**src/rtl/sao_stat_pkg.sv**
```systemverilog
// SAO CTB statistics: shared state type, default widths
// and saturating adders used by the per-category cells.
package sao_stat_pkg;

  localparam int SAO_SUM_W = 18;
  localparam int SAO_CNT_W = 13;

  typedef enum logic [1:0] {
    IDLE,
    ACCUM,
    OUT
  } sao_acc_state_t;

  // Signed add clamped to a w-bit two's complement range.
  function automatic longint sat_add_s(
    input longint a,
    input longint b,
    input int     w
  );
    longint s;
    longint hi;
    longint lo;
    s  = a + b;
    hi = (64'sd1 <<< (w - 1)) - 64'sd1;
    lo = -(64'sd1 <<< (w - 1));
    if (s > hi) s = hi;
    else if (s < lo) s = lo;
    return s;
  endfunction

  function automatic longint sat_add_u(
    input longint a,
    input longint b,
    input int     w
  );
    longint s;
    longint hi;
    s  = a + b;
    hi = (64'sd1 <<< w) - 64'sd1;
    if (s > hi) s = hi;
    return s;
  endfunction

endpackage

```
**src/rtl/sao_stat_acc_cell.sv**
```systemverilog
// One category's saturating diff-sum and pixel-count
// accumulators with synchronous clear and beat enable.
module sao_stat_acc_cell
  import sao_stat_pkg::*;
#(
  parameter int IN_W  = 8,
  parameter int SUM_W = SAO_SUM_W,
  parameter int CNT_W = SAO_CNT_W
) (
  input  logic                    clk,
  input  logic                    rst_n,
  input  logic                    clr_i,
  input  logic                    en_i,
  input  logic [IN_W-1:0]         add_s_i,
  input  logic [2:0]              add_c_i,
  output logic signed [SUM_W-1:0] sum_o,
  output logic [CNT_W-1:0]        cnt_o
);

  logic signed [SUM_W-1:0] sum_q;
  logic signed [SUM_W-1:0] sum_d;
  logic [CNT_W-1:0]        cnt_q;
  logic [CNT_W-1:0]        cnt_d;
  longint                  s_nx;
  longint                  c_nx;

  always_comb begin
    s_nx  = sat_add_s(longint'(sum_q),
                      longint'($signed(add_s_i)), SUM_W);
    c_nx  = sat_add_u(longint'(cnt_q),
                      longint'(add_c_i), CNT_W);
    sum_d = sum_q;
    cnt_d = cnt_q;
    if (clr_i) begin
      sum_d = '0;
      cnt_d = '0;
    end else if (en_i) begin
      sum_d = SUM_W'(s_nx);
      cnt_d = CNT_W'(c_nx);
    end
  end

  always_ff @(posedge clk) begin
    if (!rst_n) begin
      sum_q <= '0;
      cnt_q <= '0;
    end else begin
      sum_q <= sum_d;
      cnt_q <= cnt_d;
    end
  end

  assign sum_o = sum_q;
  assign cnt_o = cnt_q;

endmodule

```
**src/rtl/sao_stat_ctb_accum.sv**
```systemverilog
// Per-CTB SAO statistics: accumulate per-category (sum, count)
// over the CTB, then stream the pairs out over valid/ready.
module sao_stat_ctb_accum
  import sao_stat_pkg::*;
#(
  parameter int N_CATE        = 32,
  parameter int diff_clip_bit = 4,
  parameter int SUM_W         = SAO_SUM_W,
  parameter int CNT_W         = SAO_CNT_W,
  localparam int IN_W         = diff_clip_bit + 4,
  localparam int IDX_W        = $clog2(N_CATE)
) (
  input  logic                             clk,
  input  logic                             rst_n,
  input  logic                             start,
  input  logic                             in_valid,
  input  logic                             in_last,
  input  logic [N_CATE-1:0][IN_W-1:0]      s51_in,
  input  logic [N_CATE-1:0][2:0]           cnt_in,
  output logic                             out_valid,
  input  logic                             out_ready,
  output logic [IDX_W-1:0]                 out_idx,
  output logic signed [SUM_W-1:0]          out_sum,
  output logic [CNT_W-1:0]                 out_cnt,
  output logic                             busy,
  output logic                             done
);

  sao_acc_state_t   state_q;
  sao_acc_state_t   state_d;
  logic [IDX_W-1:0] idx_q;
  logic [IDX_W-1:0] idx_d;
  logic             done_q;
  logic             done_d;
  logic             clr;
  logic             en;

  logic signed [SUM_W-1:0] sum_w [N_CATE];
  logic [CNT_W-1:0]        cnt_w [N_CATE];

  for (genvar g = 0; g < N_CATE; g++) begin : g_cell
    sao_stat_acc_cell #(
      .IN_W  (IN_W),
      .SUM_W (SUM_W),
      .CNT_W (CNT_W)
    ) u_cell (
      .clk     (clk),
      .rst_n   (rst_n),
      .clr_i   (clr),
      .en_i    (en),
      .add_s_i (s51_in[g]),
      .add_c_i (cnt_in[g]),
      .sum_o   (sum_w[g]),
      .cnt_o   (cnt_w[g])
    );
  end

  always_comb begin
    state_d = state_q;
    idx_d   = idx_q;
    done_d  = 1'b0;
    clr     = 1'b0;
    en      = 1'b0;
    unique case (state_q)
      IDLE: begin
        if (start) begin
          state_d = ACCUM;
          clr     = 1'b1;
        end
      end
      ACCUM: begin
        en = in_valid;
        if (in_valid && in_last) begin
          state_d = OUT;
          idx_d   = '0;
        end
      end
      OUT: begin
        if (out_ready) begin
          if (idx_q == IDX_W'(N_CATE - 1)) begin
            state_d = IDLE;
            idx_d   = '0;
            done_d  = 1'b1;
          end else begin
            idx_d = idx_q + 1'b1;
          end
        end
      end
      default: state_d = IDLE;
    endcase
  end

  always_ff @(posedge clk) begin
    if (!rst_n) begin
      state_q <= IDLE;
      idx_q   <= '0;
      done_q  <= 1'b0;
    end else begin
      state_q <= state_d;
      idx_q   <= idx_d;
      done_q  <= done_d;
    end
  end

  assign out_valid = (state_q == OUT);
  assign out_idx   = idx_q;
  assign out_sum   = out_valid ? sum_w[idx_q] : '0;
  assign out_cnt   = out_valid ? cnt_w[idx_q] : '0;
  assign busy      = (state_q != IDLE);
  assign done      = done_q;

endmodule

```
**config.mk**
```make
export PLATFORM = sky130hd
export DESIGN_NAME = sao_stat_ctb_accum
export DESIGN_NICKNAME = d
export VERILOG_FILES = /design/src/rtl/sao_stat_pkg.sv /design/src/rtl/sao_stat_acc_cell.sv /design/src/rtl/sao_stat_ctb_accum.sv
export SDC_FILE = /design/constraint.sdc
export NUM_CORES = 2
export LEC_CHECK = 0
export CAP_MARGIN = 40
export CORE_MARGIN = 2
export CORE_UTILIZATION = 45
export DETAILED_ROUTE_END_ITERATION = 10
export PLACE_DENSITY = 0.74
export SETUP_SLACK_MARGIN = 0.4
export SKIP_CTS_REPAIR_TIMING = 1
export SYNTH_ARGS = -nofsm -noshare
export SYNTH_HDL_FRONTEND = slang
export SYNTH_SLANG_ARGS = --single-unit
```
**constraint.sdc**
```tcl
create_clock -name clk -period 3.62 [get_ports clk]
set_clock_uncertainty 0.15 [all_clocks]
set_input_delay 0.543 -clock clk [delete_from_list [all_inputs] [get_ports clk]]
set_output_delay 0.543 -clock clk [all_outputs]
set_load 0.03 [all_outputs]
```
==> After elaboration in Yosys (flattened, before gate mapping) <==
Index checks and enable logic that the tools add are counted.
{ "totals": {"reg_bits": 1000, "input_bits": 358, "out_inout_bits": 39, "elab_cells": 363} }
{ "op_classes": {"add_sub_neg": 65, "n_lt_le_gt_ge": 97, "n_eq_ne": 7, "muxes": 117, "bitwise": 2, "reduce_logical": 8} }
{ "ops": {"columns": ["op", "count"], "rows": [
  ["$mux 18", 67],
  ["$add 18x8->19", 32],
  ["$gt 19x18->1 const B", 32],
  ["$lt 19x18->1 const B", 32],
  ["$mux 13", 35],
  ["$add 13x3->14", 32],
  ["$gt 14x13->1 const B", 32],
  ["$bmux 18 s5", 1],
  ["$bmux 13 s5", 1],
  ["$mux 5", 3],
  ["$pmux 5 s2", 1],
  ["$mux 2", 4],
  ["$ge 6x6->1 const B", 1],
  ["$not 5->6", 1],
  ["$pmux 2 s3", 1],
  ["$reduce_and 3->1", 2],
  ["$add 5x1->5 const B", 1],
  ["$eq 5x5->1 const B", 1],
  ["$mux 1", 4],
  ["$ne 2x1->1 const B", 2],
  ["$ne 2x2->1 const B", 2],
  ["$reduce_and 4->1", 1],
  ["$reduce_bool 2->1", 2],
  ["$eq 2x1->1 const B", 1],
  ["other kinds (5)", 5]
]} }

==> Depth between registers and ports, before layout <==
{ "logic_depth": {"ltp_word": 5, "ltp_mapped": 14, "mapped_depth_nobuf": 12} }

==> Hierarchy <==
Synthesis repeated with hierarchy kept, for this count alone.
{ "hier_totals": {"cells_unflattened": 10293, "hier_area_um2": 87631.5} }
{ "modules_own_cells": {"columns": ["mod", "n_inst", "cells_per_inst", "area_per_inst_um2"], "rows": [
  ["sao_stat_acc_cell (g_cell[13].u_cell ...)", 24, 303, 2513.7],
  ["sao_stat_acc_cell (g_cell[0].u_cell ...)", 7, 275, 2294.7],
  ["sao_stat_ctb_accum", 1, 812, 8937.3],
  ["sao_stat_acc_cell (g_cell[25].u_cell)", 1, 284, 2303.5]
]} }

==> Least setup slack after synthesis <==
Ideal clock, no wire load.
{ "synth_timing": {"path_type": "register to output", "from": "register idx_q[0], in the netlist out_idx[0]", "to": "output port out_sum[1]", "t_arrival_ns": 2.939, "path_slack_ns": -0.012, "path_stages_with_launch": 8, "path_buffers": 3, "cell_sequence": "dfxtp_1 > clkbuf_1 > clkbuf_1 > buf_1 > mux4_2 > mux4_2 > mux2i_1 > nor2_1"} }
{ "synth_via": {"elab_chain_len": 5} }
{ "synth_lines": {"columns": ["element", "line_no", "source"], "rows": [
  ["start: declaration", "sao_stat_ctb_accum.sv:31", "logic [IDX_W-1:0] idx_q;"],
  ["start signal: assignment", "sao_stat_ctb_accum.sv:100", "idx_q <= idx_d;"],
  ["$not 5->6 (implied by the code)", "sao_stat_ctb_accum.sv:107", "assign out_sum = out_valid ? sum_w[idx_q] : '0;"],
  ["$bmux 18 s5", "sao_stat_ctb_accum.sv:107", null],
  ["$mux 18 (implied by the code) (2 in a row)", "sao_stat_ctb_accum.sv:107", null],
  ["$mux 18", "sao_stat_ctb_accum.sv:107", null],
  ["end: declaration", "sao_stat_ctb_accum.sv:23", "output logic signed [SUM_W-1:0] out_sum,"]
]} }
Every way passes these cells. The select of a mux whose other input is x is not followed.

==> Worst setup path in the final report <==
{ "layout_timing": {"from": "register idx_q[0], in the netlist out_idx[0]", "to": "output port out_sum[0]"} }
Same word-level chain as after synthesis.

==> results_dict.tcl <==
set metrics [dict create \
    die_h_um 421 \
    tightest_slew_ns 1.14 \
    power_density_mw_per_mm2 337 \
    cap_violations 0 \
    drive_gt1_frac 0.181 \
    async_reset_ff_frac 0 \
    critical_path_class "flip-flop to output port" \
    final_common_cell "a21oi_1" \
    grt_max_degree 203 \
    cp.arrival_ns 3.50 \
    violations "negative setup slack" \
    syn_inst 9194 \
    fmax_ghz 0.238 \
    io_pins 397 \
    start_util 0.452 \
    numCtsBuffers 116 \
    syn_to_final_growth_pct 23.4 \
    dieWidth_um 421 \
    placed_cell_area_mm2 0.0898 \
    hpwl_um 194000 \
    p_leak_uw 0.0386 \
    setup_viol 31 \
    yosys_register_bits 1000 \
    gp_congestion 0.993 \
    clk_pin_slew_worst_paths_ns 0.07 \
    fp.coreArea_mm2 0.173 \
    drt-initial-drc-count 6697 \
    io_buffer_count 396 \
    fillers 15200 \
    crit_required_ns 2.93 \
    layout.cells.non_filler 12500 \
    ctsLongestPathBuffers 3 \
    slew_viol_final 0 \
    synthFlopType "dfxtp_1" \
    final.period_utilization 1.16 \
    ant_nets 0 \
    wl_per_cell_um 20.7 \
    synth.avg_cell_area_um2 8.52 \
    synth_cell_types 95 \
    drt_first_pass_iters 6 \
    rsz0062_at_grt "true" \
    nets 11200 \
    crit_path_start_kind "flip-flop" \
    synth_largest_area_cell "dfxtp_1" \
    grt-ovfl-total 0 \
    htree_num_levels 3 \
    end_kind "output port" \
    cp_max_fo 8 \
    grt.total_usage 0.273 \
    cts_tree "built" \
    syn_nets 10300 \
    antenna_found_initial 23 \
    ys_seq_area_frac 0.255 \
    grt_pass1_wl_um 395000 \
    drt_drc_violations_left 0 \
    hold_slack_ns 0.244 \
    placedCellCount 12200 \
    routed_wl_um 258000 \
    core.rowCount 153 \
    grt_pass1_vias 72000 \
    p_total_uw 32600 \
    ys_warn_count 0 \
    synthesis.area_mm2 0.0784 \
    timing.final.hold_violations 0 \
    die-area_mm2 0.178 \
    synth-edff-count 0 \
    synthTopCellsByArea "dfxtp_1, ha_1, mux4_2, a21oi_1, o21ai_0" \
    cts_root_buffer "clkbuf_16" \
    relSlewSlack 0.237 \
    tns_ns -14.27 \
    final_area_mm2 0.0967 \
    layout_common_cells "a21oi_1, dfxtp_1, o21ai_0" \
    r2r_slack_ns 0.31 \
    status "complete, but fails checks" \
    hold_class "primary input to flip-flop" \
    setup_slack_ns -0.577 \
    vias 75300 \
    clock_sinks 1000 \
    viasPerCell 6.02 \
    fin_crit_ns 4.20 \
    insertion_delay_ns 0.80 \
    max-vdd-ir-drop_mv 0.398 \
    yosysTopAreaCellShare 0.255 \
]
==> report_power, final <==
group	internal, µW	switching (µW)
combinational	3810	4490
clock	7260	5300
sequential	11300	403
total	22400	10200
==> synthesized netlist by cell type, types with 19 or more instances <==
cell type	n
and2_1	34
o21bai_1	36
o31a_1	37
a221o_1	21
dfxtp_1	1000
buf_1	48
inv_1	252
a31oi_1	160
and3_1	121
or3_1	37
mux2i_1	44
nand2b_1	106
xor2_1	250
nor2b_1	107
nand2_1	518
o31ai_1	38
a211o_1	25
nor3_1	141
nor2_1	588
a21o_1	204
a21oi_1	1393
and4_1	30
buf_2	22
nand3_1	207
xnor2_1	430
nand4_1	61
o21ai_0	928
o211ai_1	41
maj3_1	304
clkbuf_1	403
o211a_1	23
ha_1	674
or2_2	41
a211oi_1	95
mux4_2	310
fa_1	64
o21a_1	128
nor3b_1	19
==> registers in the layout (all words and copies together), names as in the netlist <==
| name | count |
|---|---|
| out_idx | 5 |
| g_cell.u_cell.cnt_o | 416 |
| state_q | 2 |
| done | 1 |
| g_cell.u_cell.sum_o | 576 |
==> kinds of logic (layout without fill, tap and decap cells) <==
kind of cell	count (synthesis)	in the layout	synth area share
AOI/OAI and AO/OA	3322	3324	0.248
buffers and inverters	730	1700	0.0357
xor gates and xnor gates	684	684	0.0771
other	0	14	0
and+or+nand+nor	2059	2059	0.126
adders and majority gates	1042	1042	0.163
DFF	1000	1000	0.255
muxes	357	357	0.0951
==> per-layer routing <==
layer	GRT usage	part of all wire	up-vias
met4	0.156	0.063	12
met2	0.459	0.47	2586
met3	0.0400	0.065	665
met5	0	0.00024	-
li1	-	-	36000
met1	0.335	0.40	36100
==> critical path, stage by stage, from the launching register on <==
cell and delay (ns):
dfxtp_4 0.44, buf_6 0.14, buf_12 0.15, buf_16 0.18
buf_16 0.15, mux4_2 0.62, mux4_2 0.58, mux2i_1 0.20
nor2_2 0.11, buf_6 0.17
==> metrics by stage <==
stage | worst slack [ns] | util
after global routing | -0.627 | 0.558
after floorplan | 0.395 | -
final | -0.577 | 0.558
after global placement | -0.435 | 0.518
after detailed placement | -0.445 | 0.518
after CTS | -0.747 | 0.541
==> layout make-up <==
class,count,area [µm²],area share
Timing Repair Buffer,1232,11400,0.118
Clock buffer,169,3400,0.0352
Sequential cell,1000,20100,0.208
Antenna cell,14,35.0,0.000362
Timing Repair inverter,1,7.51,0.0000776
Inverter,253,953,0.00986
Multi-Input combinational cell,7466,57300,0.592
Tap cell,2325,2910,0.0301
Clock inverter,45,639,0.00661
==> final timing paths <==
path | from | to | depth (start not counted)
worst max-delay path | out_idx[0]$_SDFFE_PN0P_ | out_sum[0] | 9
worst min-delay path | out_ready | done$_SDFF_PN0_ | 3
worst max register to register | g_cell[11].u_cell.sum_o[1]$_SDFFE_PP0P_ | g_cell[11].u_cell.sum_o[11]$_SDFFE_PP0P_ | 12
worst min register to register | g_cell[16].u_cell.sum_o[11]$_SDFFE_PP0P_ | g_cell[16].u_cell.sum_o[11]$_SDFFE_PP0P_ | 2
No activity file was read; power rests on OpenSTA's default activity.
